### src/rtl/ksa_pipe.sv
`default_nettype none
// ============================================================================
// Module   : ksa_pipe
// Purpose  : Parametrised, pipelined Kogge-Stone adder/subtractor with
//            valid/ready flow control and a sideband tag.
//            {out_cout,out_sum} = in_a + (in_sub ? ~in_b : in_b) + cin_eff,
//            where cin_eff = in_sub ? 1 : in_cin. Latency is PIPE cycles.
// Ports    : clk, rst_n (async active-low)
//            in_valid/in_ready, in_a, in_b, in_cin, in_sub, in_tag  (input beat)
//            out_valid/out_ready, out_sum, out_cout, out_tag        (result beat)
//            out_ovf (only with KSA_OVF_EN): signed two's-complement overflow
// Options  : `define KSA_OVF_EN to add the out_ovf port and its pipeline bit.
// Revision : 1.0 - initial release
// ============================================================================
module ksa_pipe #(
    parameter int WIDTH = 16,
    parameter int PIPE  = 2,
    parameter int TAG_W = 4
) (
    input  logic             clk,
    input  logic             rst_n,
    input  logic             in_valid,
    output logic             in_ready,
    input  logic [WIDTH-1:0] in_a,
    input  logic [WIDTH-1:0] in_b,
    input  logic             in_cin,
    input  logic             in_sub,
    input  logic [TAG_W-1:0] in_tag,
    output logic             out_valid,
    input  logic             out_ready,
    output logic [WIDTH-1:0] out_sum,
    output logic             out_cout,
    output logic [TAG_W-1:0] out_tag
`ifdef KSA_OVF_EN
    ,
    output logic             out_ovf
`endif
);

    localparam int LVLS = $clog2(WIDTH);
    localparam int MID  = (PIPE > 1) ? PIPE - 1 : 1;

    // Last prefix level completed by stage k. Chunk 0 is the bit-level g/p
    // generation, chunks 1..LVLS are the prefix levels; they are spread
    // evenly over the PIPE stages, the final stage always ending at LVLS.
    function automatic int end_lvl(input int k);
        return ((k + 1) * (LVLS + 1)) / PIPE - 1;
    endfunction

    // Apply Kogge-Stone levels lo..hi to a group generate/propagate vector.
    function automatic logic [2*WIDTH-1:0] prefix(input logic [WIDTH-1:0] g,
                                                  input logic [WIDTH-1:0] p,
                                                  input int lo,
                                                  input int hi);
        logic [WIDTH-1:0] gn;
        logic [WIDTH-1:0] pn;
        int               d;
        gn = g;
        pn = p;
        for (int lv = 1; lv <= LVLS; lv++) begin
            if (lv >= lo && lv <= hi) begin
                d  = 1 << (lv - 1);
                gn = gn | (pn & (gn << d));
                // Bits below the span keep their propagate unchanged.
                pn = pn & ((pn << d) | ({WIDTH{1'b1}} >> (WIDTH - d)));
            end
        end
        return {gn, pn};
    endfunction

    logic [PIPE-1:0]  valid_q;
    logic [PIPE-1:0]  rdy;
    logic [TAG_W-1:0] tag_q [PIPE];

    logic [WIDTH-1:0] mid_g  [MID];
    logic [WIDTH-1:0] mid_p  [MID];
    logic [WIDTH-1:0] mid_hs [MID];
    logic [MID-1:0]   mid_cin;

    logic [WIDTH-1:0] sum_q;
    logic             cout_q;

    generate
        for (genvar k = 0; k < PIPE; k++) begin : g_stage
            // Stage k can take a beat if it or any stage after it is empty,
            // or if the result is leaving this cycle (bubbles compress).
            localparam logic [PIPE-1:0] BELOW = PIPE'((1 << k) - 1);
            localparam int LO = (k == 0) ? 1 : end_lvl(k - 1) + 1;
            localparam int HI = end_lvl(k);

            logic [WIDTH-1:0]   src_g;
            logic [WIDTH-1:0]   src_p;
            logic [WIDTH-1:0]   src_hs;
            logic               src_cin;
            logic               src_v;
            logic [TAG_W-1:0]   src_tag;
            logic [2*WIDTH-1:0] pf;
            logic               load;

            assign rdy[k] = out_ready | ~(&(valid_q | BELOW));

            if (k == 0) begin : g_src_in
                logic [WIDTH-1:0] b_eff;
                logic             cin_eff;
                assign b_eff   = in_sub ? ~in_b : in_b;
                assign cin_eff = in_sub | in_cin;
                assign src_hs  = in_a ^ b_eff;
                assign src_p   = src_hs;
                // Fold carry-in into bit 0 so the prefix needs only LVLS levels.
                assign src_g   = (in_a & b_eff)
                               | {{(WIDTH-1){1'b0}}, src_hs[0] & cin_eff};
                assign src_cin = cin_eff;
                assign src_v   = in_valid;
                assign src_tag = in_tag;
            end else begin : g_src_reg
                assign src_g   = mid_g[k-1];
                assign src_p   = mid_p[k-1];
                assign src_hs  = mid_hs[k-1];
                assign src_cin = mid_cin[k-1];
                assign src_v   = valid_q[k-1];
                assign src_tag = tag_q[k-1];
            end

            assign pf   = prefix(src_g, src_p, LO, HI);
            assign load = rdy[k] & src_v;

            always_ff @(posedge clk or negedge rst_n) begin
                if (!rst_n) begin
                    valid_q[k] <= 1'b0;
                    tag_q[k]   <= '0;
                end else begin
                    if (rdy[k]) valid_q[k] <= src_v;
                    if (load)   tag_q[k]   <= src_tag;
                end
            end

            if (k < PIPE - 1) begin : g_mid
                always_ff @(posedge clk or negedge rst_n) begin
                    if (!rst_n) begin
                        mid_g[k]   <= '0;
                        mid_p[k]   <= '0;
                        mid_hs[k]  <= '0;
                        mid_cin[k] <= 1'b0;
                    end else if (load) begin
                        mid_g[k]   <= pf[2*WIDTH-1:WIDTH];
                        mid_p[k]   <= pf[WIDTH-1:0];
                        mid_hs[k]  <= src_hs;
                        mid_cin[k] <= src_cin;
                    end
                end
            end else begin : g_last
                logic [WIDTH-1:0] grp_g;
                logic [WIDTH-1:0] carry;
                assign grp_g = pf[2*WIDTH-1:WIDTH];
                // Carry into bit i is the group generate of bits i-1..0.
                assign carry = {grp_g[WIDTH-2:0], src_cin};

                always_ff @(posedge clk or negedge rst_n) begin
                    if (!rst_n) begin
                        sum_q  <= '0;
                        cout_q <= 1'b0;
                    end else if (load) begin
                        sum_q  <= src_hs ^ carry;
                        cout_q <= grp_g[WIDTH-1];
                    end
                end
`ifdef KSA_OVF_EN
                logic ovf_q;
                always_ff @(posedge clk or negedge rst_n) begin
                    if (!rst_n)    ovf_q <= 1'b0;
                    else if (load) ovf_q <= grp_g[WIDTH-2] ^ grp_g[WIDTH-1];
                end
                assign out_ovf = ovf_q;
`endif
            end
        end
    endgenerate

    assign in_ready  = rdy[0];
    assign out_valid = valid_q[PIPE-1];
    assign out_tag   = tag_q[PIPE-1];
    assign out_sum   = sum_q;
    assign out_cout  = cout_q;

endmodule
`default_nettype wire
### config.mk
export PLATFORM = sky130hd
export DESIGN_NAME = ksa_pipe
export DESIGN_NICKNAME = d
export VERILOG_FILES = /design/src/rtl/ksa_pipe.sv
export SDC_FILE = /design/constraint.sdc
export NUM_CORES = 1
export LEC_CHECK = 0
export BUFFER_PORTS_ARGS = -buffer_cell sky130_fd_sc_hd__buf_2
export CORE_ASPECT_RATIO = 0.9
export CORE_MARGIN = 5
export CORE_UTILIZATION = 23
export DETAILED_ROUTE_END_ITERATION = 8
export SKIP_CTS_REPAIR_TIMING = 1
export SLEW_MARGIN = 40
export SYNTH_ARGS = -nofsm -noshare
export SYNTH_HDL_FRONTEND = slang
export SYNTH_SLANG_ARGS = --single-unit
### constraint.sdc
create_clock -name clk -period 1.8 [get_ports clk]
set_input_delay 0.18 -clock clk [delete_from_list [all_inputs] [get_ports clk]]
set_output_delay 0.18 -clock clk [all_outputs]
set_load 0.05 [all_outputs]
# Yosys cells after proc, flatten, opt, wreduce, memory -nomap -nowiden
# Cells that the tools add are included.
[op_classes] n_mux=1 n_bitwise=24 n_reduce_logical=1
[ops] cell="$and 16x16->16" count=8
[ops] cell="$or 16x16->16" count=4
[ops] cell="$xor 16x16->16" count=2
[ops] cell="$mux 16" count=1
[ops] cell="$not 16->16" count=1
[ops] cell="$or 16x1->16" count=1
[ops] cell="$and 1x1->1" count=3
[ops] cell="$or 1x1->1" count=3
[ops] cell="$not 1->1" count=2
[ops] cell="$reduce_and 2->1" count=1
[totals] reg_bits=76 input_bits=42 out_inout_bits=23

# Depth between registers and ports, before layout
[depth] word_depth=7 ltp_mapped=7

# Worst setup path after synthesis
# OpenSTA, ideal clock, no wires.
[synth_path] path_kind="reg2reg" start="register valid_q[1], in the netlist out_valid" end="register mid_p, in the netlist g_stage[1].src_p[0]" n_path_buf=1 slack_ns=-0.370 arrival_ns=2.042 synth_period_minus_slack_ns=2.170 required_ns=1.673 stages_incl_launch_ff=5 path_cell_list="dfrtp_1 > nand3b_1 > nand2_2 > buf_4 > mux2_1"
[synth_via] elab_chain_len=4
[synth_lines] element="start, declared" line_no="71" text="logic [PIPE-1:0] valid_q;"
[synth_lines] element="start signal, assigned by index" line_no="132" text="if (rdy[k]) valid_q[k] <= src_v;"
[synth_lines] element="$reduce_and 2->1" line_no="100" text="assign rdy[k] = out_ready | ~(&(valid_q | BELOW));"
[synth_lines] element="$not 1->1" line_no="100"
[synth_lines] element="$or 1x1->1" line_no="100"
[synth_lines] element="net in_ready" line_no="23" text="output logic in_ready,"
[synth_lines] element="$and 1x1->1" line_no="125" text="assign load = rdy[k] & src_v;"
[synth_lines] element="end signal, assigned by index" line_no="146" text="mid_p[k] <= pf[WIDTH-1:0];"
[synth_lines] element="end, declared" line_no="76" text="logic [WIDTH-1:0] mid_p [MID];"
# The timed path passes the listed nets, and every way through them passes these cells.
# A chain may end at the register's enable or synchronous reset.

# Worst setup path in the final report
[layout_path] start="register mid_g, in the netlist g_stage[1].src_g[4]" end="register sum_q[9], in the netlist out_sum[9]"
[layout_via] elab_chain_len=5
[layout_lines] element="start, declared" line_no="75" text="logic [WIDTH-1:0] mid_g [MID];"
[layout_lines] element="start signal, assigned by index" line_no="145" text="mid_g[k] <= pf[2*WIDTH-1:WIDTH];"
[layout_lines] element="$or 16x16->16" line_no="63" text="gn = gn | (pn & (gn << d));"
[layout_lines] element="$and 16x16->16" line_no="63"
[layout_lines] element="$or 16x16->16 (2 in a row)" line_no="63"
[layout_lines] element="$xor 16x16->16" line_no="163" text="sum_q <= src_hs ^ carry;"
[layout_lines] element="end signal, assigned" line_no="163"
[layout_lines] element="end, declared" line_no="80" text="logic [WIDTH-1:0] sum_q;"
# No other way between the ends.

==> impl_table.tex <==
\begin{tabular}{lr}
\hline
Metric & Value \\
\hline
\multicolumn{2}{l}{\textbf{Status}} \\
\quad Run status & complete, no violations \\
\multicolumn{2}{l}{\textbf{Yosys}} \\
\quad Post-synth EDFFs & 0 \\
\quad Cell type with the largest total area after synthesis & sky130\_fd\_sc\_hd\_\_dfrtp\_1 \\
\quad Yosys warns & 0 \\
\quad Most frequent cell after synthesis & sky130\_fd\_sc\_hd\_\_dfrtp\_1 \\
\quad Area of the mapped netlist & 3640 sq um \\
\quad Synthesized instance count & 352 \\
\quad Leading cell types by count after synthesis & sky130\_fd\_sc\_hd\_\_dfrtp\_1 (74), sky130\_fd\_sc\_hd\_\_nand2\_1 (67), sky130\_fd\_sc\_hd\_\_o21ai\_0 (40) \\
\quad Sequential area share after synthesis & 0.509 \\
\quad Synth top area share & 0.509 \\
\quad Post-synth top flop & sky130\_fd\_sc\_hd\_\_dfrtp\_1 \\
\quad Yosys reg bits & 74 \\
\quad Share of flip-flops with an asynchronous set or reset & 1.00 \\
\quad Distinct cells, synth & 46 \\
\quad Number of nets produced by synthesis & 410 \\
\quad Most area-consuming cells after synthesis & sky130\_fd\_sc\_hd\_\_dfrtp\_1 (51\%), sky130\_fd\_sc\_hd\_\_nand2\_1 (6.9\%), sky130\_fd\_sc\_hd\_\_ha\_1 (5.5\%) \\
\quad Synthesized area divided by synthesized cell count & 10.3 sq um \\
\multicolumn{2}{l}{\textbf{Timing}} \\
\quad Total count of max-transition violations in the final report & 0 \\
\quad Highest clock rate & 0.661 GHz \\
\quad Share of the clock period used by the worst path after layout & 0.840 \\
\quad Slew headroom & 0.669 \\
\quad Hold Fails Final Rpt & 0 \\
\quad RSZ-0062 raised after global routing & false \\
\quad Setup WS post-layout & 0.288 ns \\
\quad Final-layout worst hold slack & 0.0629 ns \\
\quad Final setup fails & 0 \\
\quad Final critical-path required period & 1.51 ns \\
\quad Worst setup skew after layout & 0.00479 ns \\
\quad Tightest Pin Transition & 0.493 ns \\
\quad Setup TNS & 0 ns \\
\multicolumn{2}{l}{\textbf{Die}} \\
\quad Die span in x & 143 um \\
\quad Number of ports placed on the die boundary & 65 \\
\quad Number of rows in the core area & 43 \\
\quad Area enclosed by the die boundary & 18400 sq um \\
\quad Vertical die dimension & 129 um \\
\quad Core footprint & 15500 sq um \\
\quad Initial cell density of the core & 0.235 \\
\multicolumn{2}{l}{\textbf{Placement}} \\
\quad Gp weighted congestion & 0.849 \\
\quad IO Port Bufs & 64 \\
\quad Sum of net half-perimeters after detailed placement & 7280 um \\
\quad Instance count after placement with tap cells included & 617 \\
\quad Minimum setup slack after placement & 0.220 ns \\
\multicolumn{2}{l}{\textbf{Setup path}} \\
\quad CP Data Required Time & 2.02 ns \\
\quad Setup Crit Path Kind & register to register \\
\quad Crit Path Max Fanout & 5 \\
\quad Flop-to-flop setup slack & 0.29 ns \\
\quad Worst Reg-to-Reg Cells & 4 \\
\quad Critical path startpoint category & register \\
\quad Capturing point of the worst reg2reg path & out\_sum[9] \\
\quad Arrival time at the worst endpoint & 1.73 ns \\
\quad Launch instance of the worst register-to-register path & g\_stage[1].src\_g[4] \\
\quad Type of element capturing the critical path & register \\
\multicolumn{2}{l}{\textbf{Clock network}} \\
\quad Skew-Pair Late Insertion Delay & 0.33 ns \\
\quad Root buf cell & sky130\_fd\_sc\_hd\_\_clkbuf\_16 \\
\quad Maximum buffer depth of the clock tree & 2 \\
\quad CTS tree & done \\
\quad Clock-pin slew of the registers on the worst-case setup and hold paths & 0.06 ns \\
\quad Maximum level of the CTS H-tree & 3 \\
\quad Clock buffer count from CTS & 9 \\
\quad CTS Sinks & 74 \\
\multicolumn{2}{l}{\textbf{Flow run}} \\
\quad Max-cap violation count & 0 \\
\multicolumn{2}{l}{\textbf{Drt}} \\
\quad Antenna viol nets, final & 0 \\
\quad First-pass iteration count of the detailed router & 4 \\
\quad Iter 0 DRT Violations & 167 \\
\quad Detailed-route DRC error count & 0 \\
\quad Overall routed net length & 9370 um \\
\quad Via/cell ratio & 4.43 \\
\quad Count of vias placed by the detailed router & 2810 \\
\quad Routed wire length per instance & 14.8 um \\
\multicolumn{2}{l}{\textbf{Finish}} \\
\quad Share of the core filled with cells in the final layout & 0.297 \\
\quad \# diodes & 0 \\
\quad Layout area overhead & 26.4\% \\
\quad Fraction of layout cells with a size suffix above 1 & 0.250 \\
\quad Post-layout net count & 485 \\
\quad Layout Cells excl Fill & 634 \\
\multicolumn{2}{l}{\textbf{Power}} \\
\quad Leakage component of the power & 0.00211 uW \\
\quad Power per Cell Area & 1340 nW/um\^{}2 \\
\quad Worst vdd ir & 0.529 mV \\
\multicolumn{2}{l}{\textbf{Hold path}} \\
\quad Worst hold path class & primary input to register \\
\quad Worst hold path depth & 2 \\
\quad Hold wc startpoint & in\_tag[3] \\
\quad Endpoint with the worst hold slack & g\_stage[1].src\_tag[3] \\
\multicolumn{2}{l}{\textbf{GRT}} \\
\quad Pin count of the biggest net entering global routing & 75 \\
\quad Number of global-route vias before repair & 2930 \\
\quad Overall overflow remaining after global route & 0 \\
\quad Number of antenna violations at the first check in global routing & 0 \\
\quad GRT Total Usage & 0.106 \\
\quad Wire length of the first global-routing pass & 15300 um \\
\hline
\end{tabular}
-- layer usage --
| layer | global-route usage | vias up | part of all wire |
|---|---|---|---|
| li1 | - | 1389 | - |
| met1 | 0.144 | 1359 | 0.48 |
| met2 | 0.170 | 54 | 0.47 |
| met3 | 0.0295 | 8 | 0.047 |
| met4 | 0.0218 | 0 | 0.0072 |
| met5 | 0 | - | 0 |
-- cell families (layout without fill, tap and decap cells) --
kind of cell | count (synthesis) | count (layout) | share of synthesized area
buf+inv | 22 | 102 | 0.0309
xor+xnor | 25 | 25 | 0.0602
mux | 22 | 22 | 0.0681
compound gates | 93 | 93 | 0.158
fa+ha+maj | 16 | 16 | 0.0550
flops | 74 | 74 | 0.509
simple gates | 100 | 100 | 0.119
-- flip-flops by register name, summed over array words and instances (netlist names) --
register	flops
g_stage.src_g	16
out_tag	4
out_valid	1
out_sum	16
g_stage.src_hs	15
g_stage.src_tag	4
g_stage.src_cin	1
g_stage.src_v	1
g_stage.src_p	15
out_cout	1
-- cells in the final DEF (no fill, tap or decap), types with 2 or more instances in the layout --
master,instances
sky130_fd_sc_hd__dfrtp_1,73
sky130_fd_sc_hd__nand2_1,67
sky130_fd_sc_hd__buf_2,63
sky130_fd_sc_hd__o21ai_0,40
sky130_fd_sc_hd__a21oi_1,19
sky130_fd_sc_hd__xor2_1,18
sky130_fd_sc_hd__ha_1,16
sky130_fd_sc_hd__mux2_1,15
sky130_fd_sc_hd__buf_4,11
sky130_fd_sc_hd__nor2_1,10
sky130_fd_sc_hd__clkbuf_16,9
sky130_fd_sc_hd__inv_1,8
sky130_fd_sc_hd__xnor2_1,7
sky130_fd_sc_hd__mux2_2,5
sky130_fd_sc_hd__nor3_1,4
sky130_fd_sc_hd__o211ai_1,4
sky130_fd_sc_hd__a31oi_1,4
sky130_fd_sc_hd__a211oi_1,4
sky130_fd_sc_hd__nor2b_1,3
sky130_fd_sc_hd__nand4_1,3
sky130_fd_sc_hd__a2111o_1,3
sky130_fd_sc_hd__clkbuf_8,3
sky130_fd_sc_hd__buf_12,3
sky130_fd_sc_hd__nand2_2,2
sky130_fd_sc_hd__mux2_4,2
sky130_fd_sc_hd__a211oi_2,2
sky130_fd_sc_hd__o21ai_1,2
sky130_fd_sc_hd__o311a_1,2
sky130_fd_sc_hd__nand3_1,2
sky130_fd_sc_hd__o21a_1,2
sky130_fd_sc_hd__a21boi_0,2
sky130_fd_sc_hd__o311ai_1,2
sky130_fd_sc_hd__a21o_1,2
sky130_fd_sc_hd__clkinv_2,2
-- report_power, final --
part           leakage [uW]  total [uW]  switching (uW)  internal (uW)
logic               0.00105        1930            1300            636
clock network      0.000159        1850             670           1180
registers          0.000902        2370             302           2070
-- worst max path at each step --
| stage | from | endpoint | depth (start not counted) |
|---|---|---|---|
| detailed placement | in_sub | g_stage[1].src_hs[5] | 5 |
| global route | g_stage[1].src_g[4] | out_sum[9] | 4 |
| global placement | in_sub | g_stage[1].src_hs[8] | 5 |
| finish | g_stage[1].src_g[4] | out_sum[9] | 4 |
| CTS | g_stage[1].src_g[4] | out_sum[9] | 4 |
| floorplan | out_valid | g_stage[1].src_p[0] | 4 |
-- worst max-delay path, stage by stage (launching register included) --
cell and delay, ns:
sky130_fd_sc_hd__dfrtp_1 0.43, sky130_fd_sc_hd__o21ai_1 0.30, sky130_fd_sc_hd__o21bai_2 0.16, sky130_fd_sc_hd__a2111o_1 0.42, sky130_fd_sc_hd__o311ai_1 0.09
-- per-stage QoR --
stage          cell area [sq um]  power [uW]
2_1_floorplan               3650        3730
3_5_place_dp                4280        4360
3_3_place_gp                4280        4310
6_report                    4600        6150
5_1_grt                     4600        6520
4_1_cts                     4590        6240
-- final cells by class --
type | instances | area, sq um
Fill cell | 1634 | 10900
Sequential cell | 74 | 1850
Multi-Input combinational cell | 256 | 1680
Timing Repair Buffer | 78 | 468
Clock buffer | 12 | 267
Tap cell | 202 | 253
Clock inverter | 4 | 48.8
Inverter | 8 | 30.0
(Power assumes the default switching activity.)
